`src/rtl/ps2_key_sequencer.sv`:
```
// Folds E0/F0 scan-code prefixes from the PS/2 receive FIFO into make/break key events.
// Optional macro PS2_TYPEMATIC_FILTER_EN drops repeated make codes of the key already held.
`timescale 1ns/1ps

module ps2_key_sequencer #(
    parameter logic [7:0] PREFIX_EXT = 8'hE0,
    parameter logic [7:0] PREFIX_BRK = 8'hF0
) (
    input  logic       clk,
    input  logic       rst,
    input  logic       kbd_ready,
    input  logic [7:0] kbd_data,
    input  logic       kbd_overflow,
    output logic       kbd_nextdata_n,
    output logic       evt_valid,
    input  logic       evt_ready,
    output logic [7:0] evt_code,
    output logic       evt_ext,
    output logic       evt_brk,
    output logic       key_held,
    output logic [7:0] held_code,
    output logic       held_ext,
    output logic [7:0] rel_cnt_bcd,
    output logic       ovf_seen
);

    typedef enum logic [1:0] {IDLE, POP, DECODE, EMIT} state_t;

    state_t     state_q, state_d;
    logic [7:0] byte_q, byte_d;
    logic       ext_f, ext_d;
    logic       brk_f, brk_d;
    logic [7:0] evt_code_d;
    logic       evt_ext_d;
    logic       evt_brk_d;
    logic       key_held_d;
    logic [7:0] held_code_d;
    logic       held_ext_d;
    logic [7:0] rel_cnt_d;
    logic [7:0] rel_cnt_inc;
    logic       ovf_d;
    logic       typematic_drop;

`ifdef PS2_TYPEMATIC_FILTER_EN
    assign typematic_drop = !brk_f && key_held && (byte_q == held_code) && (ext_f == held_ext);
`else
    assign typematic_drop = 1'b0;
`endif

    // Two-digit BCD increment, 99 wraps to 00
    always_comb begin
        rel_cnt_inc = rel_cnt_bcd;
        if (rel_cnt_bcd[3:0] == 4'd9) begin
            rel_cnt_inc[3:0] = 4'd0;
            rel_cnt_inc[7:4] = (rel_cnt_bcd[7:4] == 4'd9) ? 4'd0 : rel_cnt_bcd[7:4] + 4'd1;
        end else begin
            rel_cnt_inc[3:0] = rel_cnt_bcd[3:0] + 4'd1;
        end
    end

    always_comb begin
        state_d     = state_q;
        byte_d      = byte_q;
        ext_d       = ext_f;
        brk_d       = brk_f;
        evt_code_d  = evt_code;
        evt_ext_d   = evt_ext;
        evt_brk_d   = evt_brk;
        key_held_d  = key_held;
        held_code_d = held_code;
        held_ext_d  = held_ext;
        rel_cnt_d   = rel_cnt_bcd;
        ovf_d       = ovf_seen | kbd_overflow;

        kbd_nextdata_n = (state_q != POP);
        evt_valid      = (state_q == EMIT);

        case (state_q)
            IDLE: begin
                if (kbd_ready) begin
                    byte_d  = kbd_data;
                    state_d = POP;
                end
            end
            POP: state_d = DECODE;
            DECODE: begin
                if (byte_q == PREFIX_EXT) begin
                    ext_d   = 1'b1;
                    state_d = IDLE;
                end else if (byte_q == PREFIX_BRK) begin
                    brk_d   = 1'b1;
                    state_d = IDLE;
                end else if (typematic_drop) begin
                    ext_d   = 1'b0;
                    brk_d   = 1'b0;
                    state_d = IDLE;
                end else begin
                    evt_code_d = byte_q;
                    evt_ext_d  = ext_f;
                    evt_brk_d  = brk_f;
                    state_d    = EMIT;
                end
            end
            EMIT: begin
                // Held-key tracking and release count commit on the accepting edge
                if (evt_ready) begin
                    ext_d   = 1'b0;
                    brk_d   = 1'b0;
                    state_d = IDLE;
                    if (!evt_brk) begin
                        held_code_d = evt_code;
                        held_ext_d  = evt_ext;
                        key_held_d  = 1'b1;
                    end else begin
                        if ((evt_code == held_code) && (evt_ext == held_ext))
                            key_held_d = 1'b0;
                        rel_cnt_d = rel_cnt_inc;
                    end
                end
            end
            default: state_d = IDLE;
        endcase
    end

    always_ff @(posedge clk) begin
        if (!rst) begin
            state_q     <= IDLE;
            byte_q      <= 8'h00;
            ext_f       <= 1'b0;
            brk_f       <= 1'b0;
            evt_code    <= 8'h00;
            evt_ext     <= 1'b0;
            evt_brk     <= 1'b0;
            key_held    <= 1'b0;
            held_code   <= 8'h00;
            held_ext    <= 1'b0;
            rel_cnt_bcd <= 8'h00;
            ovf_seen    <= 1'b0;
        end else begin
            state_q     <= state_d;
            byte_q      <= byte_d;
            ext_f       <= ext_d;
            brk_f       <= brk_d;
            evt_code    <= evt_code_d;
            evt_ext     <= evt_ext_d;
            evt_brk     <= evt_brk_d;
            key_held    <= key_held_d;
            held_code   <= held_code_d;
            held_ext    <= held_ext_d;
            rel_cnt_bcd <= rel_cnt_d;
            ovf_seen    <= ovf_d;
        end
    end

endmodule
```
`config.mk`:
```
export PLATFORM = sky130hd
export DESIGN_NAME = ps2_key_sequencer
export DESIGN_NICKNAME = d
export VERILOG_FILES = /design/src/rtl/ps2_key_sequencer.sv
export SDC_FILE = /design/constraint.sdc
export NUM_CORES = 1
export LEC_CHECK = 0
export CORE_MARGIN = 10
export CORE_UTILIZATION = 40
export CTS_CLUSTER_DIAMETER = 200
export DETAILED_ROUTE_END_ITERATION = 12
export HOLD_SLACK_MARGIN = 0.08
export PLACE_DENSITY = 0.79
export SETUP_SLACK_MARGIN = 0.5
export SYNTH_ARGS = -nofsm -noshare
export SYNTH_HDL_FRONTEND = slang
export SYNTH_SLANG_ARGS = --single-unit
```
`constraint.sdc`:
```
create_clock -name clk -period 1.5 [get_ports clk]
set_input_delay 0.45 -clock clk [delete_from_list [all_inputs] [get_ports clk]]
set_output_delay 0.45 -clock clk [all_outputs]
set_load 0.03 [all_outputs]
```
### After elaboration in Yosys (flattened, before gate mapping)

Index checks and enable logic that the tools add are counted.

| operators by class | value |
|---|---|
| add/subtract/negate cells | 2 |
| equal/unequal tests | 16 |
| mux-type cells | 15 |
| bitwise logic cells | 4 |
| reductions and logical operators | 12 |

Operators with widths:

| cell | count |
|---|---|
| 8-bit equality test, second input constant | 2 |
| 3-bit AND reduction | 5 |
| 4-bit by 1-bit adder with 4-bit output, second input constant | 2 |
| 4-bit equality test, second input constant | 2 |
| 8-bit equality test | 1 |
| 2-bit two-way mux | 4 |
| 4-bit two-way mux | 2 |
| 2-bit inequality test, second input constant | 4 |
| 2-bit one-hot mux with 4 select lines | 1 |
| 4-bit AND reduction | 2 |
| 1-bit two-way mux | 6 |
| 2-bit by 1-bit inequality test with 1-bit output, second input constant | 3 |
| 2-bit equality test, second input constant | 2 |
| 1-bit one-hot mux with 2 select lines | 2 |
| 2-bit AND reduction | 2 |
| 1-bit NOT | 3 |
| 2-bit by 1-bit equality test with 1-bit output, second input constant | 1 |
| 2-bit logical NOT | 1 |
| 2-bit nonzero test | 1 |
| 1-bit equality test | 1 |
| 1-bit logical AND | 1 |
| 1-bit bitwise OR | 1 |

| storage, ports and cells | value |
|---|---|
| register bits | 41 |
| input bits | 13 |
| output and inout port bits | 31 |
| logic and storage cells | 62 |

### Depth between registers and ports, before layout

| depth | value |
|---|---|
| word-level depth | 4 |
| depth in mapped cells | 5 |
| gate-level depth less buffers | 4 |

### Least setup slack after synthesis

No wires, ideal clock.

| timing | value |
|---|---|
| path type | register to register |
| start | reg evt_brk |
| end | reg rel_cnt_bcd[7] |
| library setup time | 122 ps |
| arrival time | 1452 ps |
| data required time | 1378 ps |
| path slack | -74 ps |
| cell stages (with the launch flop) | 6 |
| buffers on the path | 1 |
| clock period less this slack | 1574 ps |
| cells stage by stage | dfxtp_1 > buf_2 > nand2_1 > nor4_4 > nor2_1 > a311o_1 |

| on the way | value |
|---|---|
| word-level cells in the longest chain between the ends | 1 |

Ends and longest elaborated chain:

| item | RTL line | source |
|---|---|---|
| start: declaration | 19 | `output logic evt_brk,` |
| start signal: assignment | 146 | `evt_brk <= evt_brk_d;` |
| 4-bit AND reduction (no source line) | -- |  |
| end signal: assignment | 150 | `rel_cnt_bcd <= rel_cnt_d;` |
| end: declaration | 23 | `output logic [7:0] rel_cnt_bcd,` |

No other way between the ends.
A chain may end at the register's enable or synchronous reset.

### Worst setup path in the final report

| timing | value |
|---|---|
| start | reg state_q[1] |
| end | reg key_held |

| on the way | value |
|---|---|
| word-level cells in the longest chain between the ends | 2 |

Ends and longest elaborated chain:

| item | RTL line | source |
|---|---|---|
| start: declaration | 29 | `state_t state_q, state_d;` |
| start signal: assignment | 140 | `state_q <= state_d;` |
| 2-bit equality test | 78 | `case (state_q)` |
| 3-bit AND reduction (no source line) | -- |  |
| end signal: assignment | 147 | `key_held <= key_held_d;` |
| end: declaration | 20 | `output logic key_held,` |

No other way between the ends.

==> key figures <==
Critical path
  • Worst Path Max Fanout: 5
  • CP arrival: 1.67 ns
  • Slowest stage delay, CP: 0.38 ns
  • Crit path depth: 8
  • Worst R2R End: key_held$_SDFFE_PN0P_
  • Cell chain of the critical path: buf_6 > nand3_4 > buf_4 > buf_6 > nor2_4 > buf_12 > o21ai_2 > a31oi_1
  • Crit path from: state_q[1]$_SDFFE_PN0P_
  • Startpoint Class: flip-flop
  • R2R Setup Slk: 0.04 ns
  • Reg2reg start: state_q[1]$_SDFFE_PN0P_
  • Worst Reg2Reg Path Length in Cells: 8
  • Top Family by Delay on Critical Path: buffers and inverters
  • CP Capture Type: flip-flop
  • Top cell by count, worst path: buf_6
  • Buf+Inv Stages, Crit Path: 4
  • CP Class: reg2reg
  • Critical-path top delay cell: dfxtp_4
  • Required time of the critical path: 1.71 ns

Clock network
  • CTS Hold Bufs: 0
  • Worst-path clk slew: 0.08 ns
  • Clk sinks: 41
  • Num CTS Buffers: 5
  • Root buf cell: clkbuf_8
  • TritonCTS clock tree: done
  • H-tree Lvls: 2
  • Bufs on Longest Clock Path: 2
  • Skew-Pair Late Insertion Delay: 0.29 ns

Pwr
  • Maximum vdd drop: 0.000539 V
  • Reg power frac: 44.3%
  • P_sw: 0.000631 W
  • Final Total Pwr: 0.00257 W
  • Leak: 1.33 nW
  • Int Power: 0.00194 W
  • Combinational Power Share: 17.2%
  • Sw frac: 24.5%
  • P per Cell Area: 798 nW/um^2
  • Clock power frac: 38.5%

Drt
  • Starting DRT DRC Count: 80
  • Post-route antenna net violation count: 0
  • Final wirelength: 5.96 mm
  • Drt via density: 5.08
  • Routed via count: 1702
  • DRC: 0
  • Pre-antenna DRT Iters: 4
  • Drt wl/cell: 17.8 microns

Global route
  • Pin count of the biggest net entering global routing: 23
  • Initial antenna violation count: 0
  • GRT overflow: 0
  • First-pass GRT wire length: 9.11 mm
  • Vias in the first global route: 1839
  • GRT Util Overall: 15.0%

Placed design
  • Gpl congestion: 0.714
  • Placed Cells: 281
  • Port bufs: 43
  • Dpl hpwl: 2.99 mm

Timing
  • Slew HR: 77.3%
  • Max Clock Freq: 684 MHz
  • Setup Total Neg Slack: 0 ns
  • Skew final: 0.00287 ns
  • Tmin final: 1.46 ns
  • Final Hold Vio Count: 0
  • Max-slew violations: 0
  • RSZ-0062 raised after global routing: yes
  • Hold Slack: 0.481 ns
  • Fin crit share: 97.5%
  • Endpoints failing setup: 0
  • Worst-Margin Slew: 0.337 ns

Final layout
  • Fin cells: 335
  • Post-layout util: 74.0%
  • NumNets Final: 295
  • Synth-to-Final Area Change: 79.1%
  • Antenna fix cells: 0
  • Share of layout cells above drive strength 1: 55.5%

Synthesis
  • Sequential fraction of the synthesis area: 45.6%
  • Post-synthesis net count: 200
  • Mapped Avg Cell Area: 9.62 sq um
  • Area contributors post-synth: dfxtp_1, mux2i_1, nor2b_1
  • Synth area leader: dfxtp_1
  • Yosys warns: 0
  • Netlist cell types: 38
  • Synth top area share: 45.6%
  • Post-Syn Area: 1800 sq um
  • Cells after Synth: 187
  • #FFs+latches synth: 41

Die
  • Core box area: 4350 sq um
  • IO Pins: 44
  • Die ar.: 7580 sq um
  • Die W: 87.1 microns
  • FP Rows: 24
  • Die H: 87.1 microns
  • Initial core utilization: 41.3%

Job
  • Max Cap Violations: 0

Worst hold path
  • Hold_sp: ovf_seen$_SDFF_PN0_
  • Worst Hold Class: reg2reg
  • Hold EP: ovf_seen$_SDFF_PN0_
  • WHS Path Cells: 1

Outcome
  • Status: complete, no violations
[logic make-up (layout without fill, tap and decap cells)]
group | count (synthesis) | count (layout) | synth area share [%]
AO/OA/AOI/OAI | 25 | 25 | 10.4
XOR/XNOR | 13 | 13 | 6.33
buffers and inverters | 10 | 105 | 2.64
flip-flops | 41 | 41 | 45.6
multiplexers | 18 | 18 | 10.0
AND/OR/NAND/NOR | 80 | 81 | 25.0
[worst max-delay path by stage]
| stage | endpoint | slack [ns] |
|---|---|---|
| after CTS | evt_code[1]$_SDFFE_PN0P_ | 0.08 |
| after floorplan | rel_cnt_bcd[6]$_SDFFE_PN0P_ | 0.18 |
| after detailed placement | rel_cnt_bcd[6]$_SDFFE_PN0P_ | -0.42 |
| after global placement | rel_cnt_bcd[7]$_SDFFE_PN0P_ | -0.41 |
| final | key_held$_SDFFE_PN0P_ | 0.04 |
| after global routing | key_held$_SDFFE_PN0P_ | -0.05 |
[power by group through the flow]
stage | logic (W) | clock network [W] | registers (W)
floorplan | 0.000166 | 0 | 0.00120
global placement | 0.000277 | 0 | 0.00120
detailed placement | 0.000280 | 0 | 0.00120
CTS | 0.000384 | 0.000998 | 0.00114
global route | 0.000467 | 0.00105 | 0.00114
finish | 0.000442 | 0.000989 | 0.00114
[cell usage after synthesis]
master / number
nand3_2: 1
xor2_1: 2
a41oi_2: 1
o31a_1: 1
nor2_2: 1
o21a_1: 1
nor3b_1: 1
mux2i_1: 18
nand2_1: 28
nor4b_1: 1
nor4_1: 1
nand4b_1: 1
a21boi_1: 4
dfxtp_1: 41
o221a_2: 1
nand4_1: 3
buf_6: 1
xnor2_1: 11
o211a_1: 1
o21ai_0: 3
nand2b_1: 6
nor4_4: 1
and3_1: 2
a31oi_1: 1
nand3_1: 2
nor3_1: 1
nor2b_1: 20
buf_2: 2
nor4_2: 1
o31ai_1: 1
a21boi_0: 6
nand3b_1: 1
clkbuf_1: 5
a21oi_1: 4
inv_1: 2
nor2_1: 4
a311o_1: 1
and2_1: 5
[layout make-up]
class / instances / area [sq um]
Multi-Input combinational cell: 137 / 1140
Tap cell: 52 / 65.1
Sequential cell: 41 / 912
Fill cell: 279 / 1130
Inverter: 2 / 7.51
Clock inverter: 2 / 35.0
Clock buffer: 6 / 93.8
Timing Repair Buffer: 95 / 970
[flip-flops by register name (all words and copies together) (netlist names), 2 cells and up]
signal,cells
byte_q,8
held_code,8
evt_code,8
state_q,2
rel_cnt_bcd,8
[metal layers]
layer	global-route usage, %	vias up	share of wire [%]
li1	-	827	-
met1	17.5	825	44
met2	25.8	43	51
met3	3.75	7	3.8
met4	4.86	0	1.5
met5	0	-	0
[repair_timing]
| item | in CTS | in global routing |
|---|---|---|
| setup buffers | 33 | 9 |
| cloned | 4 | 0 |
| gates resized for setup | 97 | 34 |
| setup endpoints to repair | 72 | 72 |
| pin swaps | 19 | 25 |
[stage by stage]
| step | worst slack (ns) | instance area, sq um |
|---|---|---|
| 2_1_floorplan | 0.177 | 1880 |
| 3_3_place_gp | -0.411 | 2320 |
| 3_5_place_dp | -0.418 | 2320 |
| 4_1_cts | 0.0829 | 3040 |
| 5_1_grt | -0.0519 | 3220 |
| 6_report | 0.0373 | 3220 |
[cell usage in the layout, fill, tap and decap left out, types with 2 or more instances in the layout]
| cell | Yosys | routed |
|---|---|---|
| nand2_1 | 28 | 24 |
| nand4_1 | 3 | 3 |
| nor2b_1 | 20 | 20 |
| dfxtp_1 | 41 | 8 |
| xor2_1 | 2 | 2 |
| nand2b_4 | 0 | 4 |
| clkbuf_8 | 0 | 5 |
| dlygate4sd2_1 | 0 | 2 |
| nand2b_1 | 6 | 2 |
| clkbuf_16 | 0 | 2 |
| a21boi_2 | 0 | 3 |
| buf_12 | 0 | 3 |
| mux2i_1 | 18 | 18 |
| nor2_1 | 4 | 3 |
| o21ai_2 | 0 | 3 |
| buf_4 | 0 | 37 |
| nor4_4 | 1 | 3 |
| and2_1 | 5 | 4 |
| xnor2_1 | 11 | 11 |
| inv_1 | 2 | 2 |
| nand3_4 | 0 | 2 |
| buf_6 | 1 | 41 |
| dfxtp_4 | 0 | 20 |
| clkdlybuf4s50_1 | 0 | 9 |
| a21boi_1 | 4 | 7 |
| nand2_4 | 0 | 3 |
| a21oi_2 | 0 | 3 |
| dfxtp_2 | 0 | 13 |
[worst register-to-register path, stage by stage (launching register included)]
cell	delay (ns)
dfxtp_4	0.38
buf_6	0.13
nand3_4	0.08
buf_4	0.14
buf_6	0.13
nor2_4	0.17
buf_12	0.15
o21ai_2	0.05
a31oi_1	0.16
Note: power is estimated with default switching activity, not from simulation.
